<file path="src/rtl/pattern_detect_pkg.sv">
// Shared types and default patterns for the serial pattern detector.
package pattern_detect_pkg;
   typedef enum logic [1:0] {EMPTY = 2'd0, FILLING = 2'd1, ARMED = 2'd2} state_t;

   localparam int               DEF_W     = 3;
   localparam logic [DEF_W-1:0] DEF_PAT_A = 3'b010;
   localparam logic [DEF_W-1:0] DEF_PAT_B = 3'b101;
endpackage

</file>
<file path="src/rtl/pattern_detect_bit_history.sv">
// W-bit shift window plus saturating fill level; window/full show the post-shift view of this cycle.
// Zero latency on the outputs; no backpressure (a bit is taken whenever shift_i is high).
module bit_history #(
   parameter int W = 3
) (
   input  logic         clk,
   input  logic         rst_n,
   input  logic         clear_i,
   input  logic         shift_i,
   input  logic         flush_i,
   input  logic         bit_i,
   output logic [W-1:0] window,
   output logic         full
);
   localparam int             FW       = $clog2(W + 1);
   localparam logic [FW-1:0]  FILL_MAX = FW'(W);

   logic [W-1:0]  win_q, win_d, win_shift;
   logic [FW-1:0] fill_q, fill_d, fill_inc;

   assign win_shift = {win_q[W-2:0], bit_i};
   assign fill_inc  = (shift_i && fill_q != FILL_MAX) ? fill_q + 1'b1 : fill_q;

   // Flush must not feed back into full, since flush is derived from a match on it.
   assign window = shift_i ? win_shift : win_q;
   assign full   = (fill_inc == FILL_MAX);

   always_comb begin
      win_d  = shift_i ? win_shift : win_q;
      fill_d = flush_i ? '0 : fill_inc;
      if (clear_i) begin
         win_d  = '0;
         fill_d = '0;
      end
   end

   always_ff @(posedge clk or negedge rst_n) begin
      if (!rst_n) begin
         win_q  <= '0;
         fill_q <= '0;
      end else begin
         win_q  <= win_d;
         fill_q <= fill_d;
      end
   end
endmodule

</file>
<file path="src/rtl/pattern_detect.sv">
// Serial two-pattern detector with saturating match counter.
// Match pulses are registered one cycle after the accepting edge; no backpressure, clear wins over in_valid.
module pattern_detect
   import pattern_detect_pkg::*;
#(
   parameter int           W       = DEF_W,
   parameter logic [W-1:0] PAT_A   = W'(DEF_PAT_A),
   parameter logic [W-1:0] PAT_B   = W'(DEF_PAT_B),
   parameter int           OVERLAP = 1,
   parameter int           CNT_W   = 8
) (
   input  logic             clk,
   input  logic             rst_n,
   input  logic             in_valid,
   input  logic             in_bit,
   input  logic             clear,
   output logic             match_a,
   output logic             match_b,
   output logic             match,
   output logic [CNT_W-1:0] count,
   output logic             count_sat
);
   state_t           state_q;
   logic             match_a_q, match_b_q;
   logic [CNT_W-1:0] count_q;

   logic [W-1:0] window;
   logic         full, accept, armed, hit_a, hit_b, hit, flush;

   assign accept = in_valid & ~clear;

   // Already armed, or this accepted bit completes the window.
   assign armed = (state_q == ARMED) | full;
   assign hit_a = accept & armed & (window == PAT_A);
   assign hit_b = accept & armed & (window == PAT_B);
   assign hit   = hit_a | hit_b;
   assign flush = hit & (OVERLAP == 0);

   bit_history #(.W(W)) u_hist (
      .clk     (clk),
      .rst_n   (rst_n),
      .clear_i (clear),
      .shift_i (accept),
      .flush_i (flush),
      .bit_i   (in_bit),
      .window  (window),
      .full    (full)
   );

   always_ff @(posedge clk or negedge rst_n) begin
      if (!rst_n) begin
         state_q   <= EMPTY;
         match_a_q <= 1'b0;
         match_b_q <= 1'b0;
         count_q   <= '0;
      end else if (clear) begin
         state_q   <= EMPTY;
         match_a_q <= 1'b0;
         match_b_q <= 1'b0;
         count_q   <= '0;
      end else begin
         match_a_q <= hit_a;
         match_b_q <= hit_b;
         if (hit && count_q != '1)
            count_q <= count_q + 1'b1;
         if (accept) begin
            if (flush)
               state_q <= EMPTY;
            else if (full)
               state_q <= ARMED;
            else
               state_q <= FILLING;
         end
      end
   end

   assign match_a   = match_a_q;
   assign match_b   = match_b_q;
   assign match     = match_a_q | match_b_q;
   assign count     = count_q;
   assign count_sat = &count_q;
endmodule

</file>
<file path="config.mk">
export PLATFORM = sky130hd
export DESIGN_NAME = pattern_detect
export DESIGN_NICKNAME = d
export VERILOG_FILES = /design/src/rtl/pattern_detect_pkg.sv /design/src/rtl/pattern_detect_bit_history.sv /design/src/rtl/pattern_detect.sv
export SDC_FILE = /design/constraint.sdc
export NUM_CORES = 1
export LEC_CHECK = 0
export BUFFER_PORTS_ARGS = -buffer_cell sky130_fd_sc_hd__buf_2
export CORE_MARGIN = 2
export CORE_UTILIZATION = 53
export DETAILED_ROUTE_END_ITERATION = 12
export PLACE_DENSITY = 0.76
export SYNTH_ARGS = -nofsm -noshare
export SYNTH_HDL_FRONTEND = slang
export SYNTH_SLANG_ARGS = --single-unit
</file>
<file path="constraint.sdc">
create_clock -name clk -period 2.7 [get_ports clk]
set_clock_uncertainty 0.2 [all_clocks]
set_input_delay 0.27 -clock clk [delete_from_list [all_inputs] [get_ports clk]]
set_output_delay 0.27 -clock clk [all_outputs]
set_load 0.02 [all_outputs]
</file>
==> metrics.md, run 1 <==
| Metric | Value |
|---|---|
| Number of synthesized register bits | 16 |
| Final min period | 2.15 ns |
| Post-synth EDFFs | 0 |
| Clock sink total | 16 |
| Slew headroom | 0.695 |
| Die area | 2050 um2 |
| First-pass GRT wire length | 3010 um |
| Worst Hold Depth | 2 |
| Die width | 45.3 um |
| Worst path bufs/invs | 0 |
| Simple-gate portion of the synthesized area | 0.265 |
| Syn nets | 92 |
| GRT Total Usage | 0.212 |
| Post-synth top cells | 16 x dfrtp_1, 9 x nand2_1, 8 x nor2_1 |
| Largest family of logic cells by synthesized area | simple AND/OR/NAND/NOR gates |
| TritonCTS clock tree | yes |
| Fin crit share | 0.797 |
| Vias in the first global route | 702 |
| Die height | 45.3 um |
| Post-DR vias/cell | 6.07 |
| Cells after Synth | 85 |
| Maximum VDD drop | 0.351 mV |
| Antenna Cells | 0 |
| DPL Wire Length | 1340 um |
| Share of synthesized registers carrying an async set or reset | 1.00 |
| Routed WL | 1800 um |
| RSZ-0062 raised after global routing | no |
| PortBufs | 16 |
| CTS clk-pin slew, worst paths | 0.09 ns |
| Final hold viol count | 0 |
| Top cells by area, synth | dfrtp_1 44%, mux2i_1 5.5%, nand2_1 3.7% |
| Via count | 722 |
| DRT iter0 DRCs | 17 |
| Slowest CP cell | o311ai_4 |
| Least-Margin Pin Slew | 0.457 ns |
| Avg Cell Area, Syn | 10.6 um2 |
| Placer congestion estimate | 0.830 |
| CP Cell Sequence | ha_1 > nor3b_2 > o311ai_4 > nor3_1 > a211o_1 |
| I/O pin count | 17 |
| CP peak stage delay | 0.46 ns |
| Clk Latency, worst-skew pair | 0.29 ns |
| Synth unique cells | 36 |
| Drt drc | 0 |
| Setup CP Type | reg2reg |
| Hold Path Sink | count[6]$_DFFE_PN0P_ |
| Post-CTS Setup Bufs | 0 |
| Initial antenna violation count | 0 |
| # Max-Cap Violations | 0 |
| Post-route ant nets | 0 |
| FMAX | 465 MHz |
| Crit path max fanout | 9 |
| # setup viols final | 0 |
| Status | completed |
| TNS Setup | 0 ns |
| Level count of the clock H-tree | 1 |
| Synth Flop Type | dfrtp_1 |
| CTS root buf | clkbuf_4 |
| Crit end category | register |
| Sequential share of the synthesized area | 0.444 |
| Initial core utilization | 0.579 |
| Post-synthesis compound-gate area fraction | 0.161 |
| Share of cells above drive strength 1 | 0.311 |
| Largest net degree at the start of global routing | 17 |
| PwrDens | 432 nW/um2 |
| Worst-case clock buffer depth | 2 |
| Layout Cells excl Fill | 119 |
| Final Max Slew Viols | 0 |
| Post-Synth XOR/XNOR Area | 0.0194 |
| Hold Crit Class | in2reg |
| Synthesized area | 902 um2 |
| Mux contribution to synthesized area | 0.0680 |
| Adder-cell share of the synthesized area | 0.0277 |
| Area leader, netlist | dfrtp_1 |
| Crit path required time | 2.68 ns |
| Area share of the largest cell type after synthesis | 0.444 |
| Reg-to-Reg Start | u_hist.fill_q[0]$_DFF_PN0_ |
| DP Cell Count | 115 |
| Core Area | 1560 um2 |
| CTS Buf Count | 3 |
| Synth warnings | 0 |
| Routed len/inst | 15.1 um |
| Setup crit start kind | register |
| CP arrival | 2.13 ns |
| Reg2Reg Depth | 5 |
| Critical path's top delay family | compound AO/OA/AOI/OAI gates |
| Most common cell in the netlist | dfrtp_1 |
| Site Rows | 14 |
| Synth-to-layout area growth | 13.6% |
| P_leak | 0.511 nW |
| Nets | 112 |
| Hold Crit Start | clear |
| GRT overflow | 0 |
| First-pass iteration count of the detailed router | 4 |
| Reg2reg end | count[5]$_DFFE_PN0P_ |
| R2r setup slk | 0.55 ns |
-- cell families (layout without fill, tap and decap cells) --
logic type | Yosys count | in the layout
multiplexers | 6 | 6
AND/OR/NAND/NOR | 42 | 42
adder cells (fa/ha/maj) | 2 | 2
XOR/XNOR | 2 | 2
AO/OA/AOI/OAI | 14 | 14
flip-flops | 16 | 16
buffers and inverters | 3 | 21
-- final cells by class --
class                      count  area (um2)
multi-input combinational     66         488
fill                         125         534
timing repair buffer          17        90.1
tap                           16        20.0
sequential                    16         400
inverter                       1        3.75
clock buffer                   3        22.5
-- routing by layer --
layer  GRT usage  part of all wire
met1       0.248              0.44
met2       0.360              0.49
met3      0.0320             0.053
met4       0.129             0.023
met5           0                 0
-- worst max path at each step --
stage	to	cells after the start	from	slack (ns)
floorplan	count[3]$_DFFE_PN0P_	5	u_hist.fill_q[0]$_DFF_PN0_	0.73
global placement	count[3]$_DFFE_PN0P_	5	u_hist.fill_q[0]$_DFF_PN0_	0.66
detailed placement	count[5]$_DFFE_PN0P_	5	u_hist.fill_q[0]$_DFF_PN0_	0.58
CTS	count[5]$_DFFE_PN0P_	5	u_hist.fill_q[0]$_DFF_PN0_	0.56
global route	count[5]$_DFFE_PN0P_	5	u_hist.fill_q[0]$_DFF_PN0_	0.47
finish	count[5]$_DFFE_PN0P_	5	u_hist.fill_q[0]$_DFF_PN0_	0.55
-- registers in the layout (all words and copies together), names as in the netlist --
| signal | cells |
|---|---|
| state_q | 2 |
| match_b | 1 |
| u_hist.win_q | 2 |
| count | 8 |
| match_a | 1 |
| u_hist.fill_q | 2 |
-- report_power, final --
group,internal (mW),switching [mW]
logic,0.0256,0.0369
clock network,0.0519,0.0743
registers,0.247,0.00657
-- timing repair --
item / 4_1_cts / 5_1_grt
resized for setup: 0 / 0
endpoints found under the setup margin: 0 / 0
endpoints found under the hold margin: 16 / 0
hold buffers: 1 / 0
-- worst register-to-register path: stages, from the launching register on --
cell      delay, ns
dfrtp_1        0.44
ha_1           0.32
nor3b_2        0.19
o311ai_4       0.46
nor3_1         0.14
a211o_1        0.30
-- metrics by stage --
stage               hold slack [ns]  cell area (um2)  setup WS (ns)  total power, mW  utilization
finish                       0.0601             1020          0.547            0.442        0.657
global route                 0.0770             1020          0.469            0.459        0.657
CTS                          0.0599             1020          0.556            0.449        0.657
detailed placement          0.00417              992          0.577            0.320        0.636
global placement           -0.00366              992          0.659            0.318        0.636
floorplan                    -0.226              902          0.735            0.303            -
-- placed cells by master (no fill, tap or decap), types with 2 or more instances in the layout --
cell type / count
dfrtp_1: 16
buf_2: 16
nand2_1: 9
nor2_1: 8
mux2i_1: 5
nor3_1: 5
nand3_1: 4
a211o_1: 3
clkbuf_4: 3
xnor2_1: 2
nor4_1: 2
o21ai_0: 2
a21oi_1: 2
ha_1: 2
(Power assumes the default switching activity.)
==> run 2, diff against run 1 <==
--- a/config.mk
+++ b/config.mk
@@ -7,9 +7,9 @@
 export LEC_CHECK = 0
 export BUFFER_PORTS_ARGS = -buffer_cell sky130_fd_sc_hd__buf_2
 export CORE_MARGIN = 2
-export CORE_UTILIZATION = 53
+export CORE_UTILIZATION = 47
 export DETAILED_ROUTE_END_ITERATION = 12
-export PLACE_DENSITY = 0.76
+export PLACE_DENSITY = 0.71
 export SYNTH_ARGS = -nofsm -noshare
 export SYNTH_HDL_FRONTEND = slang
 export SYNTH_SLANG_ARGS = --single-unit
==> constraint.sdc (replaced) <==
create_clock -name clk -period 1.8 [get_ports clk]
set_clock_uncertainty 0.2 [all_clocks]
set_input_delay 0.18 -clock clk [delete_from_list [all_inputs] [get_ports clk]]
set_output_delay 0.18 -clock clk [all_outputs]
set_load 0.02 [all_outputs]
==> metrics.md, run 2 (same netlist as run 1, synthesis figures left out) <==
| Metric | Value |
|---|---|
| Status | finished with violations |
| Failing checks | negative setup slack |
| Finished Core Util | 0.749 |
| Fin crit share | 1.06 |
| GRT Total Usage | 0.215 |
| TNS Setup | -0.520 ns |
| Initial antenna violation count | 0 |
| Critical path depth in cells | 6 |
| Most frequent cells in the layout | 16 x buf_2, 15 x dfrtp_1, 13 x buf_4, 9 x nand2_1, 7 x nor2_1 |
| TritonCTS clock tree | yes |
| Share of total power in combinational logic | 0.187 |
| Least-Margin Pin Slew | 0.435 ns |
| Routed len/inst | 15.0 um |
| CTS Buf Count | 3 |
| Slew headroom | 0.710 |
| DRT iter0 DRCs | 18 |
| Final hold viol count | 0 |
| Vias in the first global route | 722 |
| Setup crit start kind | register |
| Die area | 2290 um2 |
| Clock network fraction of total power | 0.314 |
| I/O pin count | 17 |
| Area of the multi-input gates | 596 um2 |
| Hold Crit Class | in2reg |
| Setup CP Type | reg2reg |
| First-pass GRT wire length | 3350 um |
| PortBufs | 16 |
| # Max-Cap Violations | 0 |
| DPL Wire Length | 1450 um |
| Crit end category | register |
| Final Max Slew Viols | 0 |
| Worst-case clock buffer depth | 2 |
| Crit path max fanout | 3 |
| Slowest CP cell | dfrtp_2 |
| Critical path's top delay family | simple AND/OR/NAND/NOR gates |
| Flop pwr share | 0.499 |
| Commonest non-fill, non-tap cell in the layout | buf_2 |
| Reg2Reg Depth | 6 |
| Final Power | 763 uW |
| CTS root buf | clkbuf_4 |
| Crit path required time | 1.84 ns |
| P_int | 563 uW |
| Drt drc | 0 |
| RSZ-0062 raised after global routing | yes |
| Share of cells above drive strength 1 | 0.488 |
| CTS clk-pin slew, worst paths | 0.10 ns |
| Post-DR vias/cell | 5.49 |
| Nets | 131 |
| Layout Cells excl Fill | 148 |
| Hold slack | 0.0447 ns |
| GRT overflow | 0 |
| Antenna Cells | 0 |
| Pre-CTS setup slack | -0.0728 ns |
| Final min period | 1.91 ns |
| Die width | 47.8 um |
| Initial core utilization | 0.511 |
| FMAX | 523 MHz |
| P_leak | 0.608 nW |
| Fill count | 133 |
| Final Cell Area | 1320 um2 |
| Worst Hold Depth | 3 |
| Register Area | 402 um2 |
| Post-route ant nets | 0 |
| Clock sink total | 16 |
| Max reg flops | 8 |
| Die height | 47.8 um |
| Placer congestion estimate | 0.901 |
| # setup viols final | 6 |
| CP peak stage delay | 0.43 ns |
| Maximum VDD drop | 0.422 mV |
| CP arrival | 1.95 ns |
| Net Sw Frac | 0.262 |
| Clk Latency, worst-skew pair | 0.29 ns |
| Via count | 813 |
| Worst path bufs/invs | 1 |
| DP Area | 1120 um2 |
| CP Cell Sequence | ha_4 > nor3b_4 > o311ai_4 > buf_2 > nor4_4 > a211o_1 |
| Routed WL | 2220 um |
| First-pass iteration count of the detailed router | 4 |
| Level count of the clock H-tree | 1 |
| Final WS setup | -0.112 ns |
| Site Rows | 15 |
| Largest net degree at the start of global routing | 17 |
| Core Area | 1760 um2 |
| DP Cell Count | 135 |
| Psw | 200 uW |
| PwrDens | 577 nW/um2 |
| Synth-to-layout area growth | 46.5% |
run 2: routing by layer:
metal,up-vias,share of wire,track usage
met5,-,0,0
met4,0,0.017,0.0973
met3,6,0.039,0.0377
met2,26,0.51,0.341
met1,388,0.44,0.285
li1,393,-,-
run 2: layout make-up:
cell class | instances | area share
inverters | 1 | 0.00284
clock buffers | 4 | 0.0275
repair buffers | 36 | 0.191
well taps | 25 | 0.0237
multi-input cells | 66 | 0.451
flip-flops and latches | 16 | 0.304
run 2: worst paths after layout:
kind | startpoint | to | slack, ns
max in group asynchronous | rst_n | u_hist.fill_q[0]$_DFF_PN0_ | 0.99
worst max-delay path | u_hist.fill_q[0]$_DFF_PN0_ | count[3]$_DFFE_PN0P_ | -0.11
worst max register to register | u_hist.fill_q[0]$_DFF_PN0_ | count[3]$_DFFE_PN0P_ | -0.11
worst min register to register | state_q[1]$_DFFE_PN0P_ | state_q[1]$_DFFE_PN0P_ | 0.32
worst min-delay path | in_bit | match_a$_DFF_PN0_ | 0.04
min in group asynchronous | rst_n | count[5]$_DFFE_PN0P_ | 0.12
run 2: power groups by stage:
stage	sequential (mW)	combinational, mW	clock [mW]
after floorplan	0.390	0.0785	0
after CTS	0.381	0.139	0.244
after global routing	0.382	0.156	0.266
after detailed placement	0.387	0.120	0
final	0.380	0.143	0.240
after global placement	0.387	0.116	0
run 2: timing repair:
action / in CTS / in global routing
buffers inserted: 1 / 4
gates resized for setup: 11 / 9
hold buffers: 3 / 0
cloned: 1 / 0
hold endpoints to repair: 21 / 0
pin swaps: 7 / 4
setup endpoints to repair: 8 / 11
run 2: worst min-delay path, cell delays in order:
cell and delay, ns:
buf_2 0.11, or3b_4 0.17, nor2_1 0.05
